**src/rtl/fifo_wptr_full_if.sv**
```systemverilog
// Write-side bundle of the async FIFO: write request plus synchronized read
// pointer in, RAM write strobe/address, Gray write pointer and status out.
interface fifo_wptr_full_if #(
  parameter int ADDR_WIDTH = 4
);
  // Handshake: w_en is a request the producer may raise at any time. w_accept
  // is the same-cycle combinational grant. A word is written in exactly those
  // cycles where w_accept is 1. A request made while full is dropped, not
  // stalled, and it is recorded in w_overflow.
  logic                  w_en;
  logic [ADDR_WIDTH:0]   rq2_rptr;
  logic                  w_accept;
  logic [ADDR_WIDTH-1:0] w_addr;
  logic [ADDR_WIDTH:0]   w_ptr;
  logic                  w_full;
  logic                  w_almost_full;
  logic [ADDR_WIDTH:0]   w_level;
  logic                  w_overflow;

  modport master (
    output w_en, rq2_rptr,
    input  w_accept, w_addr, w_ptr, w_full, w_almost_full, w_level, w_overflow
  );

  modport slave (
    input  w_en, rq2_rptr,
    output w_accept, w_addr, w_ptr, w_full, w_almost_full, w_level, w_overflow
  );
endinterface

```
**src/rtl/fifo_wptr_full.sv**
```systemverilog
// Write-domain pointer/flag controller of the async FIFO. It keeps the binary
// write pointer and a registered Gray copy, and derives full, level and overflow.
module fifo_wptr_full #(
  parameter int ADDR_WIDTH = 4,
  parameter int AF_THRESH  = 12
) (
  input logic              clk,
  input logic              rst,
  fifo_wptr_full_if.slave  wif
);
  localparam int A  = ADDR_WIDTH;
  localparam int PW = ADDR_WIDTH + 1;
  localparam logic [PW-1:0] AF_T = PW'(AF_THRESH);

  function automatic logic [PW-1:0] gray2bin(input logic [PW-1:0] g);
    logic [PW-1:0] b;
    b[PW-1] = g[PW-1];
    for (int i = PW - 2; i >= 0; i--) b[i] = b[i+1] ^ g[i];
    return b;
  endfunction

  logic          w_accept;
  logic [PW-1:0] wbin_d, wbin_q;
  logic [PW-1:0] w_ptr_d, w_ptr_q;
  logic [PW-1:0] w_level_d, w_level_q;
  logic [PW-1:0] rbin;
  logic [PW-1:0] full_ptr;
  logic          w_full_d, w_full_q;
  logic          w_af_d, w_af_q;
  logic          w_ovf_d, w_ovf_q;

  always_comb begin
    w_accept  = 1'b0;
    wbin_d    = wbin_q;
    w_ptr_d   = w_ptr_q;
    rbin      = '0;
    full_ptr  = '0;
    w_full_d  = w_full_q;
    w_level_d = w_level_q;
    w_af_d    = w_af_q;
    w_ovf_d   = w_ovf_q;

    w_accept = wif.w_en & ~w_full_q & ~rst;
    wbin_d   = wbin_q + {{A{1'b0}}, w_accept};
    w_ptr_d  = (wbin_d >> 1) ^ wbin_d;

    // Full when the write pointer has lapped the read pointer: the top two
    // Gray bits are inverted and the rest are equal.
    full_ptr = {~wif.rq2_rptr[A:A-1], wif.rq2_rptr[A-2:0]};
    w_full_d = (w_ptr_d == full_ptr);

    // Modulo subtraction stays correct across pointer wrap.
    rbin      = gray2bin(wif.rq2_rptr);
    w_level_d = wbin_d - rbin;
    w_af_d    = (w_level_d >= AF_T);

    w_ovf_d = w_ovf_q | (wif.w_en & w_full_q);
  end

  always_ff @(posedge clk) begin
    if (rst) begin
      wbin_q    <= '0;
      w_ptr_q   <= '0;
      w_level_q <= '0;
      w_full_q  <= 1'b0;
      w_af_q    <= 1'b0;
      w_ovf_q   <= 1'b0;
    end else begin
      wbin_q    <= wbin_d;
      w_ptr_q   <= w_ptr_d;
      w_level_q <= w_level_d;
      w_full_q  <= w_full_d;
      w_af_q    <= w_af_d;
      w_ovf_q   <= w_ovf_d;
    end
  end

  assign wif.w_accept      = w_accept;
  assign wif.w_addr        = wbin_q[A-1:0];
  assign wif.w_ptr         = w_ptr_q;
  assign wif.w_full        = w_full_q;
  assign wif.w_almost_full = w_af_q;
  assign wif.w_level       = w_level_q;
  assign wif.w_overflow    = w_ovf_q;
endmodule

```
**src/flat_wrapper.sv**
```systemverilog
// flat-port wrapper written by rule: the top's interface ports become plain ports
module fifo_wptr_full_flat 
#(
  parameter int ADDR_WIDTH = 4,
  parameter int AF_THRESH  = 12
)
  (clk, rst, wif_w_en, wif_rq2_rptr, wif_w_accept, wif_w_addr, wif_w_ptr, wif_w_full, wif_w_almost_full, wif_w_level, wif_w_overflow);
  fifo_wptr_full_if #(.ADDR_WIDTH(ADDR_WIDTH)) wif_i ();
  input logic clk;
  input logic rst;
  input wire logic [$bits(wif_i.w_en)-1:0] wif_w_en;
  input wire logic [$bits(wif_i.rq2_rptr)-1:0] wif_rq2_rptr;
  output wire logic [$bits(wif_i.w_accept)-1:0] wif_w_accept;
  output wire logic [$bits(wif_i.w_addr)-1:0] wif_w_addr;
  output wire logic [$bits(wif_i.w_ptr)-1:0] wif_w_ptr;
  output wire logic [$bits(wif_i.w_full)-1:0] wif_w_full;
  output wire logic [$bits(wif_i.w_almost_full)-1:0] wif_w_almost_full;
  output wire logic [$bits(wif_i.w_level)-1:0] wif_w_level;
  output wire logic [$bits(wif_i.w_overflow)-1:0] wif_w_overflow;
  assign wif_i.w_en = wif_w_en;
  assign wif_i.rq2_rptr = wif_rq2_rptr;
  assign wif_w_accept = wif_i.w_accept;
  assign wif_w_addr = wif_i.w_addr;
  assign wif_w_ptr = wif_i.w_ptr;
  assign wif_w_full = wif_i.w_full;
  assign wif_w_almost_full = wif_i.w_almost_full;
  assign wif_w_level = wif_i.w_level;
  assign wif_w_overflow = wif_i.w_overflow;
  fifo_wptr_full #(.ADDR_WIDTH(ADDR_WIDTH), .AF_THRESH(AF_THRESH)) u_core (.clk(clk), .rst(rst), .wif(wif_i));
endmodule
```
**config.mk**
```make
export PLATFORM = sky130hd
export DESIGN_NAME = fifo_wptr_full_flat
export DESIGN_NICKNAME = d
export VERILOG_FILES = /design/src/rtl/fifo_wptr_full_if.sv /design/src/rtl/fifo_wptr_full.sv /design/src/flat_wrapper.sv
export SDC_FILE = /design/constraint.sdc
export NUM_CORES = 1
export LEC_CHECK = 0
export CORE_MARGIN = 2
export CORE_UTILIZATION = 40
export CTS_CLUSTER_SIZE = 14
export DETAILED_ROUTE_END_ITERATION = 6
export PLACE_DENSITY = 0.8
export SLEW_MARGIN = 20
export SYNTH_ARGS = -nofsm -noshare
export SYNTH_HDL_FRONTEND = slang
export SYNTH_SLANG_ARGS = --single-unit
```
**constraint.sdc**
```tcl
create_clock -name clk -period 2.8 [get_ports clk]
set_clock_uncertainty 0.2 [all_clocks]
set_input_delay 0.56 -clock clk [delete_from_list [all_inputs] [get_ports clk]]
set_output_delay 0.56 -clock clk [all_outputs]
set_load 0.1 [all_outputs]
```
==> impl_metrics.tcl <==
set metrics [dict create \
    drt-wirelength-per-cell_microns 12.5 \
    ys_top_cells_by_count "dfxtp_1, nor2_1, xnor2_1" \
    vias 736 \
    p_per_area_nw_per_um2 557 \
    synth_simple_gate_area_share_pct 15.5 \
    post_detailed_route_via_to_cell_ratio 4.60 \
    antenna_found_initial 0 \
    critPathLaunch "wif_w_en" \
    clock_tree.buffer_depth 2 \
    postSynthNetCount 103 \
    setup.worst_path.end_class "flop" \
    ff2ff_setup_slack_ps 500 \
    power_frac_comb_pct 48.8 \
    yosysSeqAreaShare_pct 39.4 \
    cts_sinks 17 \
    worst_r2r_startpoint "u_core.wif.w_full" \
    finish.cell_count_without_fillers 160 \
    postCtsHoldBufs 0 \
    synthArstFlopShare_pct 0 \
    fin_crit_sh_pct 97.6 \
    critPathRequiredTime_ps 2790 \
    overall_power_w 0.000785 \
    arrival_ps 2720 \
    clockRootBuffer "clkbuf_4" \
    fin_nets 150 \
    critical_path_class "in -> reg" \
    drt-pass1-iter-count 4 \
    synthMuxAreaShare_pct 0 \
    synth_compound_area_share_pct 7.68 \
    timing.final.setup_violations 0 \
    synth-warning-count 0 \
    core_area_sq_um 2000 \
    place.port_buffers 25 \
    synth_top_cell_area_share_pct 39.4 \
    ioPinCount 26 \
    cts-buffers-inserted 3 \
    dr_drc_count 0 \
    die_w_microns 50.5 \
    synth.cell_area_sq_um 863 \
    effective_utilization_at_floorplan_pct 43.1 \
    grt_pass1_vias 682 \
    grt_pass1_wl_mm 3.08 \
    layout.filler_cells 153 \
    post-synth-top-count-cell "dfxtp_1" \
    period_minus_slack_ps 2730 \
    design.die.area_sq_um 2550 \
    synth_top_family_by_area "XOR/XNOR gates" \
    postPlaceCellArea_sq_um 1300 \
    slew_violations 0 \
    power_switching_w 0.000339 \
    ff2ff_path_depth 10 \
    htree_levels 1 \
    p_seq_share_pct 34.6 \
    total_leakage_power_nw 0.656 \
    post_synth_xor_area_fraction_pct 21.9 \
    synth_area_leader_cell "dfxtp_1" \
    max_cap_violations 0 \
    regArea_sq_um 342 \
    internal_power_w 0.000446 \
    outcome "complete, no violations" \
    worst_hold_path_type "reg -> reg" \
    share_clk_of_total_power_pct 16.5 \
    area_taken_by_multi_input_logic_gates_sq_um 632 \
    timing.critical_path.from_type "input port" \
    clock.fmax_ghz 0.366 \
    detail-route-antenna-nets 0 \
    timing.critical_path.fanout_max 3 \
    synth.lib_cells_used.distinct 24 \
    synth-edff-count 0 \
    grt_use_total_pct 16.7 \
    total_negative_slack_for_setup_checks_ps 0 \
    gp_routability_congestion 0.821 \
    synth_top_cells_by_area "dfxtp_1, ha_1, xnor2_1" \
    critical_path.reg2reg.endpoint "u_core.wif.w_almost_full" \
    average_size_of_a_mapped_cell_sq_um 9.92 \
    vdd_drop_max_mv 0.406 \
    largest_net_degree_at_the_start_of_global_routing 17 \
    detail_route.iter0.violations 5 \
    postSynthRegisterBits 17 \
    tritoncts "done" \
    grt_setup_unrepaired "false" \
    final_util_pct 70.3 \
    dpl.cell_count 151 \
    globalRoute.totalOverflow 0 \
    routed_wirelength_mm 1.99 \
    tightestPinTransition_ps 375 \
    max-slew-margin-rel_pct 75.0 \
    final_instance_area_sq_um 1410 \
    cts.clk_slew.worst_paths_ps 100 \
    insertion_delay_ps 290 \
    detailed_place_hpwl_mm 1.53 \
    cp-endpoint "u_core.wif.w_almost_full" \
    chipHeight_microns 50.5 \
    synth-adder-area-share_pct 12.5 \
    n_antenna_cell 0 \
    area_delta_synth_final_pct 63.0 \
    floorplan.rows 16 \
    synth_flop_cell "dfxtp_1" \
    hold_viol 0 \
    switching_share_pct 43.2 \
    synthCells 87 \
    layout-drive-gt1-share_pct 47.4 \
]
==> critical path, stage by stage <==
cell and delay (ps):
clkdlybuf4s50_1 490, nor3b_4 240, ha_4 190, ha_4 160, xor2_4 200, ha_4 230, nor2b_4 130, o21ai_2 170
a21o_1 150, a21oi_2 60, a21o_1 150
==> per-layer routing <==
| metal | routed length [microns] | global-route usage (%) | up-vias |
|---|---|---|---|
| met1 | 834 | 20.0 | 340 |
| met2 | 1050 | 28.7 | 16 |
| met3 | 57 | 1.19 | 4 |
| met5 | 0 | 0 | - |
| met4 | 51 | 10.8 | 0 |
| li1 | - | - | 376 |
==> power by group through the flow <==
| stage | registers, W | clock network (W) | logic (W) |
|---|---|---|---|
| after global routing | 0.000273 | 0.000141 | 0.000405 |
| after floorplan | 0.000440 | 0 | 0.000118 |
| after detailed placement | 0.000277 | 0 | 0.000366 |
| after CTS | 0.000272 | 0.000134 | 0.000374 |
| after global placement | 0.000276 | 0 | 0.000360 |
| final | 0.000272 | 0.000130 | 0.000383 |
==> logic make-up (layout without fill, tap and decap cells) <==
kind of cell,count (synthesis),in the layout
AO/OA/AOI/OAI,10,10
XOR/XNOR,19,19
adder cells (fa/ha/maj),8,8
AND/OR/NAND/NOR,26,26
buffers and inverters,7,53
flip-flops,17,17
==> cell usage in the layout, fill, tap and decap left out, types with 3 or more instances in the layout <==
| cell | n |
|---|---|
| ha_4 | 4 |
| inv_1 | 3 |
| clkdlybuf4s50_1 | 3 |
| buf_4 | 36 |
| nor2b_1 | 4 |
| xnor2_1 | 6 |
| dfxtp_1 | 16 |
| xor2_2 | 3 |
| nor2_1 | 10 |
| xor2_1 | 5 |
| clkbuf_4 | 3 |
| nand3_1 | 3 |
| ha_1 | 3 |
| a21o_1 | 3 |
| xnor2_2 | 3 |
==> flip-flops by register name, summed over array words and instances, names as in the netlist <==
name	cells
u_core.wif.w_overflow	1
u_core.wif.w_ptr	5
u_core.wif.w_level	5
u_core.wbin_q	4
u_core.wif.w_full	1
u_core.wif.w_almost_full	1
==> how the worst min path moves through the flow <==
stage                                startpoint                     to  cells after the start
after floorplan                        wif_w_en  u_core.wif.w_overflow                      2
after global placement    u_core.wif.w_overflow  u_core.wif.w_overflow                      2
after detailed placement  u_core.wif.w_overflow  u_core.wif.w_overflow                      2
after CTS                 u_core.wif.w_overflow  u_core.wif.w_overflow                      2
after global routing      u_core.wif.w_overflow  u_core.wif.w_overflow                      2
final                     u_core.wif.w_overflow  u_core.wif.w_overflow                      2
==> cell type report <==
cell class	instances	share of cell area, %
multi-input combinational	63	44.9
timing repair buffer	44	25.2
sequential	17	24.3
tap	27	2.40
clock buffer	4	1.87
inverter	5	1.33
==> stage by stage <==
step	hold slack, ps	worst slack, ps
after floorplan	501	-630
after global placement	251	-499
after detailed placement	259	-635
after CTS	284	4.45
after global routing	321	11.8
final	284	66.7
==> what timing repair did <==
item,4_1_cts,5_1_grt
pin swaps,5,9
buffers inserted,2,3
gates resized for setup,4,10
endpoints found under the hold margin,0,0
setup endpoints to repair,4,4
(Power assumes the default switching activity.)
